--- src/rtl/cond_pkg.sv ---
// Shared types for the condition unit: ARM condition codes, NZCV bit positions
// and the MUL sequencing states.
package cond_pkg;

  typedef enum logic [3:0] {
    EQ, NE, CS, CC, MI, PL, VS, VC,
    HI, LS, GE, LT, GT, LE, AL, NV
  } cond_e;

  localparam int FLAG_N = 3;
  localparam int FLAG_Z = 2;
  localparam int FLAG_C = 1;
  localparam int FLAG_V = 0;

  typedef enum logic {IDLE, MUL_BUSY} cu_state_e;

endpackage

--- src/rtl/cond_check.sv ---
// Purely combinational ARM condition evaluation of cond against {N,Z,C,V}.
// Zero latency, no flow control; also reused by the branch predictor.
module cond_check
  import cond_pkg::*;
(
  input  logic [3:0] cond,
  input  logic [3:0] flags,
  output logic       pass
);

  logic n, z, c, v;

  assign n = flags[FLAG_N];
  assign z = flags[FLAG_Z];
  assign c = flags[FLAG_C];
  assign v = flags[FLAG_V];

  always_comb begin
    pass = 1'b0;
    case (cond_e'(cond))
      EQ: pass = z;
      NE: pass = !z;
      CS: pass = c;
      CC: pass = !c;
      MI: pass = n;
      PL: pass = !n;
      VS: pass = v;
      VC: pass = !v;
      HI: pass = c & !z;
      LS: pass = !c | z;
      GE: pass = (n == v);
      LT: pass = (n != v);
      GT: pass = !z & (n == v);
      LE: pass = z | (n != v);
      AL: pass = 1'b1;
      default: pass = 1'b0;
    endcase
  end

endmodule

--- src/rtl/cond_unit.sv ---
// Flag register, condition gating of decoder write requests, and MUL sequencing.
// Enables are combinational in IDLE; a passing MUL stalls fetch for MUL_LAT-1 cycles.
module cond_unit
  import cond_pkg::*;
#(
  parameter int MUL_LAT = 3
) (
  input  logic       clk,
  input  logic       reset,
  input  logic       InstrValid,
  input  logic [3:0] Cond,
  input  logic [3:0] ALUFlags,
  input  logic [1:0] FlagW,
  input  logic       PCS,
  input  logic       RegW,
  input  logic       MemW,
  input  logic       NoWrite,
  input  logic       MulStart,
  output logic       PCSrc,
  output logic       RegWrite,
  output logic       MemWrite,
  output logic       CondEx,
  output logic [3:0] Flags,
  output logic       Stall
);

  localparam logic       MUL_MULTI = (MUL_LAT > 1);
  localparam logic [3:0] CNT_LOAD  = (MUL_LAT > 1) ? 4'(MUL_LAT - 2) : 4'd0;

  cu_state_e  state, state_nxt;
  logic [3:0] cnt;
  logic [3:0] flags_q;
  logic       lat_condex;
  logic       lat_regw;
  logic [1:0] lat_flagw;

  logic cond_pass, cond_ok, mul_go, commit;
  logic upd_nz, upd_cv;

  cond_check u_cond_check (
    .cond  (Cond),
    .flags (flags_q),
    .pass  (cond_pass)
  );

  assign cond_ok = InstrValid & cond_pass;
  assign mul_go  = (state == IDLE) & cond_ok & MulStart & MUL_MULTI;
  assign commit  = (state == MUL_BUSY) & (cnt == 4'd0);

  always_ff @(posedge clk) begin
    if (reset) begin
      state <= IDLE;
    end else begin
      state <= state_nxt;
    end
  end

  always_comb begin
    state_nxt = state;
    case (state)
      IDLE:     if (mul_go) state_nxt = MUL_BUSY;
      MUL_BUSY: if (cnt == 4'd0) state_nxt = IDLE;
      default:  state_nxt = IDLE;
    endcase
  end

  // Everything is held low while reset is asserted, including a MUL in flight.
  always_comb begin
    CondEx   = 1'b0;
    Stall    = 1'b0;
    PCSrc    = 1'b0;
    RegWrite = 1'b0;
    MemWrite = 1'b0;
    upd_nz   = 1'b0;
    upd_cv   = 1'b0;
    if (!reset) begin
      case (state)
        IDLE: begin
          CondEx   = cond_ok;
          Stall    = mul_go;
          PCSrc    = PCS & cond_ok & !MulStart;
          MemWrite = MemW & cond_ok & !MulStart;
          RegWrite = RegW & cond_ok & !NoWrite & !mul_go;
          upd_nz   = cond_ok & FlagW[1] & !mul_go;
          upd_cv   = cond_ok & FlagW[0] & !mul_go;
        end
        MUL_BUSY: begin
          CondEx   = lat_condex;
          Stall    = (cnt != 4'd0);
          RegWrite = commit & lat_regw;
          upd_nz   = commit & lat_flagw[1];
          upd_cv   = commit & lat_flagw[0];
        end
        default: ;
      endcase
    end
  end

  always_ff @(posedge clk) begin
    if (reset) begin
      flags_q    <= 4'b0000;
      cnt        <= 4'd0;
      lat_condex <= 1'b0;
      lat_regw   <= 1'b0;
      lat_flagw  <= 2'b00;
    end else begin
      if (upd_nz) flags_q[FLAG_N:FLAG_Z] <= ALUFlags[FLAG_N:FLAG_Z];
      if (upd_cv) flags_q[FLAG_C:FLAG_V] <= ALUFlags[FLAG_C:FLAG_V];
      if (mul_go) begin
        cnt        <= CNT_LOAD;
        lat_condex <= cond_ok;
        lat_regw   <= RegW;
        lat_flagw  <= FlagW;
      end else if ((state == MUL_BUSY) && (cnt != 4'd0)) begin
        cnt <= cnt - 4'd1;
      end
    end
  end

  assign Flags = reset ? 4'b0000 : flags_q;

endmodule

--- config.mk ---
export PLATFORM = sky130hd
export DESIGN_NAME = cond_unit
export DESIGN_NICKNAME = d
export VERILOG_FILES = /design/src/rtl/cond_pkg.sv /design/src/rtl/cond_check.sv /design/src/rtl/cond_unit.sv
export SDC_FILE = /design/constraint.sdc
export NUM_CORES = 1
export LEC_CHECK = 0
export ABC_CLOCK_PERIOD_IN_PS = 2600
export CAP_MARGIN = 10
export CELL_PAD_IN_SITES_DETAIL_PLACEMENT = 1
export CELL_PAD_IN_SITES_GLOBAL_PLACEMENT = 2
export CORE_UTILIZATION = 27
export CTS_CLUSTER_SIZE = 14
export DETAILED_ROUTE_END_ITERATION = 16
export PLACE_DENSITY = 0.77
export SYNTH_ARGS = -nofsm -noshare
export SYNTH_HDL_FRONTEND = slang
export SYNTH_SLANG_ARGS = --single-unit
export TNS_END_PERCENT = 30
--- constraint.sdc ---
create_clock -name clk -period 2.6 [get_ports clk]
set_input_delay 0.39 -clock clk [delete_from_list [all_inputs] [get_ports clk]]
set_output_delay 0.39 -clock clk [all_outputs]
set_load 0.02 [all_outputs]
; ---- Word level (Yosys, flattened, before mapping)
; Index checks and enable logic that the tools add are counted.
[totals]
register_bits = 13
input_bits = 18
out_inout_bits = 9
[op_classes]
n_addsub = 1
n_eq_ne = 16
muxes = 21
bitwise_logic = 23
n_reduce_logical = 13
[op_table]
columns = operator, n
row1 = == test 4 bit (second input constant), 7
row2 = AND 1 bit, 20
row3 = == test 4 x 3 -> 1 bit (second input constant), 4
row4 = case mux 1 bit (15 select lines), 1
row5 = two-way mux 1 bit, 13
row6 = case mux 1 bit (2 select lines), 6
row7 = == test 4 x 2 -> 1 bit (second input constant), 2
row8 = logical NOT 4 bit, 2
row9 = logical NOT 1 bit, 7
row10 = == test 4 x 1 -> 1 bit (second input constant), 1
row11 = two-way mux 4 bit, 1
row12 = nonzero test 4 bit, 1
row13 = subtractor 4 x 1 -> 4 bit (second input constant), 1
row14 = OR 1 bit, 2
row15 = nonzero test 2 bit, 1
row16 = OR reduction 2 bit, 1
row17 = == test 1 bit, 1
row18 = logical AND 1 bit, 1
row19 = != test 1 bit, 1
row20 = inverter 1 bit, 1

; ---- Depth between registers and ports, before layout
; Gate-level depths: netlist of run 1.
[logic_depth]
word_depth = 10
mapped_depth = 8

; ---- Cells and area by module
; A second synthesis of run 1 with hierarchy kept.
[unflattened]
cells_unflattened = 101
hier_area_um2 = 857.1
[modules_own_cells]
columns = mod, n_inst, cells_each, area_each_um2
row1 = cond_unit, 1, 73, 663.1
row2 = cond_check, 1, 28, 193.9

; ---- Worst setup path before layout of run 1
; No wires, ideal clock.
[synth_timing]
path_kind = input-to-output
start = in Cond[3]
end = out Stall
arrival_ns = 2.113
t_required_ns = 2.210
slack_ns = 0.097
cell_stages = 7
cell_sequence = buf_6 > or3b_1 > a211oi_1 > a311oi_2 > a311oi_4 > inv_1 > a21oi_1
[synth_via]
elab_chain_len = 7
elab_cells_between_ends = 21
cone_classes = eq/ne: 14 / mux: 3 / bitwise: 3 / reduce/logical: 1
[synth_lines]
columns = item, line_no
row1 = start: declaration, cond_unit.sv:11  ; input logic [3:0] Cond,
row2 = "== test 4 bit, or another cell as far along", cond_check.sv:20  ; case (cond_e'(cond))
row3 = case mux 1 bit (15 select lines) *, cond_check.sv:20
row4 = AND 1 bit *, cond_unit.sv:46  ; assign cond_ok = InstrValid & cond_pass;
row5 = AND 1 bit * (2 in a row), cond_unit.sv:47  ; assign mul_go = (state == IDLE) & cond_ok & MulStart & MUL_MULTI;
row6 = case mux 1 bit (2 select lines) *, cond_unit.sv:77  ; case (state)
row7 = two-way mux 1 bit *, cond_unit.sv:76  ; if (!reset) begin
row8 = end: declaration, cond_unit.sv:24  ; output logic Stall
; Every way passes the cells marked *; elsewhere a longest branch is shown, timed or not.

; ---- Worst setup path in the final report of run 1
[layout_timing]
start = reg flags_q[0]
end = out RegWrite
[layout_via]
elab_chain_len = 10
elab_cells_between_ends = 15
cone_classes = eq/ne: 2 / mux: 3 / bitwise: 8 / reduce/logical: 2
[layout_lines]
columns = item, line_no
row1 = start: declaration, cond_unit.sv:32  ; logic [3:0] flags_q;
row2 = start signal: indexed assignment, cond_unit.sv:107  ; if (upd_nz) flags_q[FLAG_N:FLAG_Z] <= ALUFlags[FLAG_N:FLAG_Z];
row3 = start signal: indexed assignment, cond_unit.sv:108  ; if (upd_cv) flags_q[FLAG_C:FLAG_V] <= ALUFlags[FLAG_C:FLAG_V];
row4 = != test 1 bit / == test 1 bit (equally long branches), -
row5 = OR 1 bit / AND 1 bit (equally long branches), "cond_check.sv:34, cond_check.sv:33"
row6 = case mux 1 bit (15 select lines) *, cond_check.sv:20
row7 = AND 1 bit *, cond_unit.sv:46
row8 = AND 1 bit (2 in a row), cond_unit.sv:47
row9 = logical NOT 1 bit, cond_unit.sv:83  ; RegWrite = RegW & cond_ok & !NoWrite & !mul_go;
row10 = AND 1 bit *, cond_unit.sv:83
row11 = case mux 1 bit (2 select lines) *, cond_unit.sv:77
row12 = two-way mux 1 bit *, cond_unit.sv:76
row13 = end: declaration, cond_unit.sv:20  ; output logic RegWrite,
; Marks and branches as above.

==> results.txt, run 1 <==
- Type of the tightest min-delay check: reg2reg
* Worst skew pair latency: 0.28 ns
* Static Leak: 0.0006231 µW
- Among all flip-flop cells after synthesis, the most frequent one is dfxtp_1.
* Actual slew at the worst max-slew pin: 0.4468 ns
* Largest fanout on the critical path: 6
- Hold worst-path end: lat_condex$_SDFFE_PP0P_
- After detailed routing, the number of remaining DRC violations is 0.
- Clock-pin slew on the worst setup and hold paths: 0.08 ns
- Die height: 62.32 µm
- Placement Cell Area: 1443 µm²
- Row generation in the floorplan step produced 21 rows.
- Of the cells placed in the final design, the portion with a size suffix greater than 1 is 39.43%.
- Max-capacitance violation count: 0
- Dominant cell by count in the synthesized netlist: nor2_1
- Core area: 3416 µm²
* Flop2flop setup slack: 0.14 ns
- Worst hold path depth: 2
- In the synthesized netlist the async set-or-reset flop fraction comes to 0%.
- In this run the most critical hold path is launched from lat_condex$_SDFFE_PP0P_.
* Post-synth EDFFs: 0
- CTS built an H-tree with a depth of 1.
* Top-level I/O count: 27
* Syn. warnings: 0
* Min cycle time layout: 2.515 ns
- Final Setup Violations: 0
* Post-route setup slack: 0.08539 ns
* DRT antenna net count: 0
- In this run the power density over the cells is 332.7 nW/µm².
- Buf+Inv Stages, Crit Path: 2
- TritonCTS built the clock tree.
* Detailed-placement wirelength estimate: 2480 µm
- Number of buffers inserted by port buffering: 26
- Root Buffer Master: clkbuf_4
* Final net count: 195
- At the end of routability-driven placement, the weighted congestion stood at 0.8301.
- Cell total after placement: 209
- Required time worst endpoint: 2.21 ns
- The floorplan step set the die width to 62.32 µm.
- Die Footprint: 3883 µm²
- The via count of the first global-routing pass is 1159.
* Mean instance size in the synthesized netlist: 8.324 µm²
- The final count of hold timing violations came to 0.
* Post-Route Utilization: 46.15%
- Initial standard-cell utilization of the core: 28.75%
* Via count: 1127
- On the final layout, the worst clock skew is 0.002918 ns.
* Global-route wire length before repair: 5230 µm
* Largest net degree at the start of global routing: 11
- Counting every sink on the clock net gives 13.
* Cell count of the worst reg-to-reg path: 13
- Endpoint type of the worst setup path: primary output
- The signal on the critical path passes through buf_4, nand4b_1, o21ai_2, a311oi_4, a311oi_4, and2b_4, a32o_2, buf_6.
* Tcrit/Tclk final: 96.72%
- Cell repeated most along the worst path: a311oi_4
- Hold is met by 0.4940 ns.
* Top area cells in the synthesized netlist: dfxtp_1 26%, nor2_1 6.1%, a311oi_4 5.4%, a21oi_1 5.1%, a311o_2 4.6%
- Buffers inserted during clock tree synthesis total 3.
- The area growth from synthesis to layout is 60.51%.
- Cell type contributing the most total cell area after synthesis: dfxtp_1
- The total overflow left after global routing is 0.
* Yosys top cell area share: 26.50%
* Area of the mapped netlist: 982.2 µm²
- Setup repair after global routing could not meet its margin everywhere.
* Routed length per placed instance: 14.46 µm
* Worst r2r dst: state$_SDFF_PP0_
- For this run, the register share of the synthesized area comes to 26.50%.
- The longest clock path from root to sink contains 2 buffers.
* Detail-routed via count per cell: 5.100
* Non-filler instance count after layout: 221
- The critical path is of the reg2out type.
- The synthesized design contains 13 register bits.
* Pre-Repair DR Iteration Count: 4
- The largest single stage delay on the critical path is 0.38 ns.
- Max-slew violation count: 0
- Across the VDD grid, the largest voltage drop is 134.5 µV.
- Initial antenna violation count: 0
* Number of distinct standard cells referenced by the synthesized netlist: 43
- Synthesized instance count: 118
* Highest clock rate: 397.7 MHz
- Syn nets: 137
* Total Wirelength: 3196 µm
* DP Worst Slack: -0.8036 ns
* Detailed router's first-iteration violation count: 48
- Worst reg2reg startpoint: flags_q[1]$_SDFFE_PP0P_
- Area of all placed cells without fillers: 1577 µm²
- In the global route stage, overall resource usage came out at 17.03%.
- Top cell types by occurrence after synthesis: 16 x nor2_1, 13 x dfxtp_1, 11 x nand2_1, 10 x a21oi_1, 9 x inv_1
- Critical path arrival: 2.12 ns
- Result of the run: finished, final reports clean
- 0 antenna diodes ended up in the layout.
- Startpoint type of the worst setup path: register
- Slew HR: 69.94%
- The largest individual stage delay along the critical path comes from the cell dfxtp_4.
- Among cell families on the critical path, the largest total delay comes from compound AO/OA/AOI/OAI gates.
[kinds of logic (layout without fill, tap and decap cells)]
group / after synthesis / in the layout / synth area share, %
muxes: 5 / 5 / 5.223
xor gates and xnor gates: 3 / 3 / 2.676
buffers and inverters: 13 / 70 / 6.497
and+or+nand+nor: 55 / 55 / 31.47
DFF: 13 / 13 / 26.50
adders and majority gates: 1 / 1 / 1.274
AOI/OAI and AO/OA: 28 / 28 / 26.37
[state kept, by name (all words and copies together), names as in the netlist]
| name | cells |
|---|---|
| cnt | 4 |
| state | 1 |
| lat_condex | 1 |
| lat_flagw | 2 |
| lat_regw | 1 |
| flags_q | 4 |
[routing by layer]
| metal | wire, µm | vias up | GRT usage, % |
|---|---|---|---|
| li1 | - | 549 | - |
| met1 | 1439 | 547 | 19.53 |
| met2 | 1601 | 25 | 31.18 |
| met3 | 108 | 6 | 2.574 |
| met4 | 47 | 0 | 6.977 |
| met5 | 0 | - | 0 |
[stage by stage]
stage	total power [µW]	TNS, ns
after detailed placement	381.5	-4.972
after CTS	524.7	0
after global placement	376.0	-4.386
final	524.5	0
after floorplan	297.9	0
after global routing	553.4	-0.01609
[worst min-delay path: stages (launching register included)]
cell	delay, ns
dfxtp_1	0.34
nor2_1	0.05
nor2_1	0.07
[repair_timing]
item	4_1_cts	5_1_grt
cloned	0	0
resized for setup	39	15
hold buffers	0	0
setup endpoints to repair	5	7
setup buffers	6	2
pin swaps	5	8
[cell usage in the layout (no fill, tap or decap), types with 2 or more instances in the layout]
cell type	count
a311o_2	4
nor2_1	16
clkbuf_4	3
mux2i_1	4
xnor2_1	2
dfxtp_1	10
clkdlybuf4s50_1	17
buf_4	31
inv_1	9
nand3b_1	4
dfxtp_2	2
nand2_1	10
nor4_1	3
a21oi_1	9
nand4b_1	2
and2_1	2
buf_2	2
nor2b_1	3
nor3b_1	2
a311oi_4	3
buf_6	4
[cell type report]
type | instances | area, µm²
Clock buffer | 4 | 26.28
Fill cell | 435 | 1839
Inverter | 9 | 33.78
Multi-Input combinational cell | 92 | 710.7
Sequential cell | 13 | 266.5
Tap cell | 46 | 57.56
Timing Repair Buffer | 57 | 481.7
[report_power, final]
group,switching (µW),total [µW],internal [µW]
Sequential,9.21,217,208
Combinational,80.7,178,97.6
Clock,69.5,129,59.5
Total,159,525,365
[worst max-delay path by stage]
stage / end / slack (ns) / depth (start not counted) / startpoint
6_report: RegWrite / 0.09 / 8 / flags_q[0]$_SDFFE_PP0P_
5_1_grt: RegWrite / -0.02 / 8 / flags_q[1]$_SDFFE_PP0P_
4_1_cts: RegWrite / 0.007 / 8 / flags_q[1]$_SDFFE_PP0P_
3_5_place_dp: Stall / -0.80 / 9 / Cond[3]
3_3_place_gp: RegWrite / -0.77 / 9 / Cond[2]
2_1_floorplan: Stall / 0.1 / 7 / Cond[3]
Note: power is estimated with default switching activity, not from simulation.
==> run 2: changes to the inputs <==
--- a/config.mk
+++ b/config.mk
@@ -9,6 +9,7 @@
 export CAP_MARGIN = 10
 export CELL_PAD_IN_SITES_DETAIL_PLACEMENT = 1
 export CELL_PAD_IN_SITES_GLOBAL_PLACEMENT = 2
+export CORE_MARGIN = 4
 export CORE_UTILIZATION = 27
 export CTS_CLUSTER_SIZE = 14
 export DETAILED_ROUTE_END_ITERATION = 16
==> results.txt, run 2 (same netlist as run 1, synthesis figures left out) <==
- Total Wirelength: 3136 µm (-1.9%)
- The total power draw was 518.0 µW (-1.2%).
- The slew at the pin closest to its max-slew limit was 0.4524 ns (+0.005604 ns).
- The sequential fraction of design power was 42.0% (+0.6 points).
- STA classifies the critical path endpoint as a primary output.
- The critical path required time came to 2.21 ns (about the same).
- Fill cell instance count of the final layout: 421 (-3.2%)
* Global-route wire length before repair: 5347 µm (+2.2%)
- DRC violation count after routing: 0 (unchanged)
- Unrepaired setup endpoints after global routing: yes
* Flop2flop setup slack: 0.41 ns (+0.27 ns)
- Detailed-placement wirelength estimate: 2513 µm (+1.3%)
- DRT antenna net count: 0 (unchanged)
- The global routing usage summed across all routing layers is 15.26% (-1.8 points).
* Type of the tightest min-delay check: reg2reg
* Tcrit/Tclk final: 98.72% (+2.0 points)
- The critical path is of the in2out type.
- The number of H-tree levels was 1 (unchanged).
- Static Leak: 0.0006029 µW (-3.2%)
* Site row count: 21 (unchanged)
- Slew HR: 69.56% (-0.38 points)
- The starting utilization of the core area is 28.75% (unchanged).
- The placer's final routability congestion estimate was 0.8413 (+1.3%).
* Highest clock rate: 389.6 MHz (-2.0%)
- Final Setup Violations: 0 (unchanged)
- Register cell area after layout: 266.5 µm² (unchanged)
* Die height: 68.32 µm (+9.6%)
- The number of input and output port buffers inserted is 26 (unchanged).
* Worst Setup SP: Cond[3]
* Ant. Diodes: 0 (unchanged)
- Detail-routed via count per cell: 5.028 (-1.4%)
- The pin count of the biggest net entering global routing came to 12 (+1).
* Most frequent cells in the layout: 27 x buf_4, 17 x clkdlybuf4s50_1, 16 x nor2_1
* Total clock sinks: 13 (unchanged)
- Largest registers: cnt x4, flags_q x4, lat_flagw x2
* Largest fanout on the critical path: 8 (+2)
- The cell depth of the worst flop-to-flop path came to 9 (-4).
* Final net count: 191 (-2.1%)
- Number of global-route vias before repair: 1159 (unchanged)
- Post-Route Utilization: 45.05% (-1.1 points)
- The buffer levels on the longest clock path came to 2 (unchanged).
- The combinational power share is 32.6% (-1.4 points).
* Worst skew pair latency: 0.29 ns (about the same)
- Switch Pwr: 157.6 µW (-1.1%)
- The number of max-slew violations in the final report came to 0 (unchanged).
- The clock-pin slew of the registers on the worst-case setup and hold paths is 0.08 ns (about the same).
- Commonest non-fill, non-tap cell in the layout: buf_4
- The worst clock skew was 0.004488 ns (+0.001570 ns).
* Die Footprint: 4667 µm² (+20%)
- Worst r2r dst: flags_q[3]$_SDFFE_PP0P_
- The arrival time of data at the critical path endpoint is 2.18 ns (+0.06 ns).
* Initial antenna violation count: 0 (unchanged)
- Startpoint type of the worst setup path: primary input
* Share of total power in the clock network: 25.4% (+0.8 points)
- Min cycle time layout: 2.567 ns (+0.05213 ns)
* Max-capacitance violation count: 0 (unchanged)
* Final hold violations: 0 (unchanged)
* CTS tree: built
* Worst Setup EP: RegWrite
- Total grt overflow: 0 (unchanged)
- The boundary pin count is 27 (unchanged).
- Detailed router's first-iteration violation count: 50 (+4.2%)
- Total negative slack for setup checks: 0 ns (unchanged)
- Core area: 3416 µm² (unchanged)
- The CTS buffer count came to 3 (unchanged).
* Fraction of final layout cells sized beyond drive strength 1: 36.84% (-2.6 points)
- The total via count in the routed design is 1091 (-3.2%).
* Worst reg2reg startpoint: cnt[0]$_SDFFE_PP0P_
- The cell sitting at the root of the clock tree is a clkbuf_4.
- The number of search-and-repair iterations in the first detailed-routing pass came to 2 (-2).
- Worst-case vdd ir drop: 213.0 µV (+58%)
* Result of the run: finished, final reports clean
* Horizontal extent of the die: 68.32 µm (+9.6%)
- The tightest hold margin is 0.4899 ns (-0.004114 ns).
- From synthesis to final layout, the design area changed by 56.69%.
* Multi-input combinational cell area: 704.4 µm² (-0.88%)
- The power per unit of standard cell area came to 336.6 nW/µm² (+1.2%).
- The switching fraction of total power is 30.43% (+0.039 points).
- The wire length per cell after detailed routing is 14.45 µm (about the same).
* Cell internal pwr: 360.4 µW (-1.3%)
==> run 2: cell count changes in the layout (fill, tap and decap cells not counted), sizes merged <==
cell / before / now
clkdlybuf4s15: 1 / 2
dlygate4sd2: 1 / 2
buf: 37 / 31
==> run 2: cell type report <==
cell class | count | area share [%]
clock buffer | 4 | 1.707
inverter | 9 | 2.195
multi-input combinational | 92 | 45.77
sequential | 13 | 17.32
tap | 46 | 3.740
timing repair buffer | 53 | 29.27
==> run 2: power groups by stage <==
stage	combinational, µW	clock [µW]	sequential [µW]
final	169	132	218
after global routing	184	154	220
after detailed placement	158	0	221
after global placement	153	0	221
after CTS	170	141	218
after floorplan	79.2	0	219
==> run 2: repair_timing <==
action / CTS / global route
setup endpoints to repair: 5 / 5
setup buffers: 5 / 0
cloned: 0 / 0
pin swaps: 9 / 1
resized for setup: 40 / 4
hold buffers: 0 / 0
==> run 2: worst min-delay path by stage <==
stage,startpoint,to,slack [ns],cells past startpoint
4_1_cts,lat_condex$_SDFFE_PP0P_,lat_condex$_SDFFE_PP0P_,0.49,2
3_3_place_gp,lat_condex$_SDFFE_PP0P_,lat_condex$_SDFFE_PP0P_,0.45,2
3_5_place_dp,lat_condex$_SDFFE_PP0P_,lat_condex$_SDFFE_PP0P_,0.47,2
6_report,lat_condex$_SDFFE_PP0P_,lat_condex$_SDFFE_PP0P_,0.49,2
2_1_floorplan,lat_condex$_SDFFE_PP0P_,lat_condex$_SDFFE_PP0P_,0.44,2
5_1_grt,lat_condex$_SDFFE_PP0P_,lat_condex$_SDFFE_PP0P_,0.55,2
==> run 2: metrics by stage <==
| step | std cells | area, µm² | setup slack (ns) |
|---|---|---|---|
| 6_report | 217 | 1539 | 0.03326 |
| 3_5_place_dp | 208 | 1435 | -0.8477 |
| 4_1_cts | 217 | 1540 | 0.003060 |
| 3_3_place_gp | 208 | 1435 | -0.7807 |
| 2_1_floorplan | 118 | 982.2 | 0.09662 |
| 5_1_grt | 217 | 1539 | -0.09543 |
==> run 2: layer usage <==
metal | up-vias | part of all wire, % | GRT usage [%]
li1 | 537 | - | -
met1 | 520 | 44 | 18.14
met2 | 27 | 50 | 26.11
met3 | 7 | 4.3 | 3.284
met4 | 0 | 2.0 | 6.700
met5 | - | 0 | 0
==> run 2: worst max-delay path, stage by stage <==
cell and delay [ns]:
clkdlybuf4s15_2 0.24, or3b_1 0.40, a211oi_2 0.27, a311oi_4 0.10, a311oi_4 0.27, and2b_4 0.21, a32o_2 0.17, buf_6 0.11
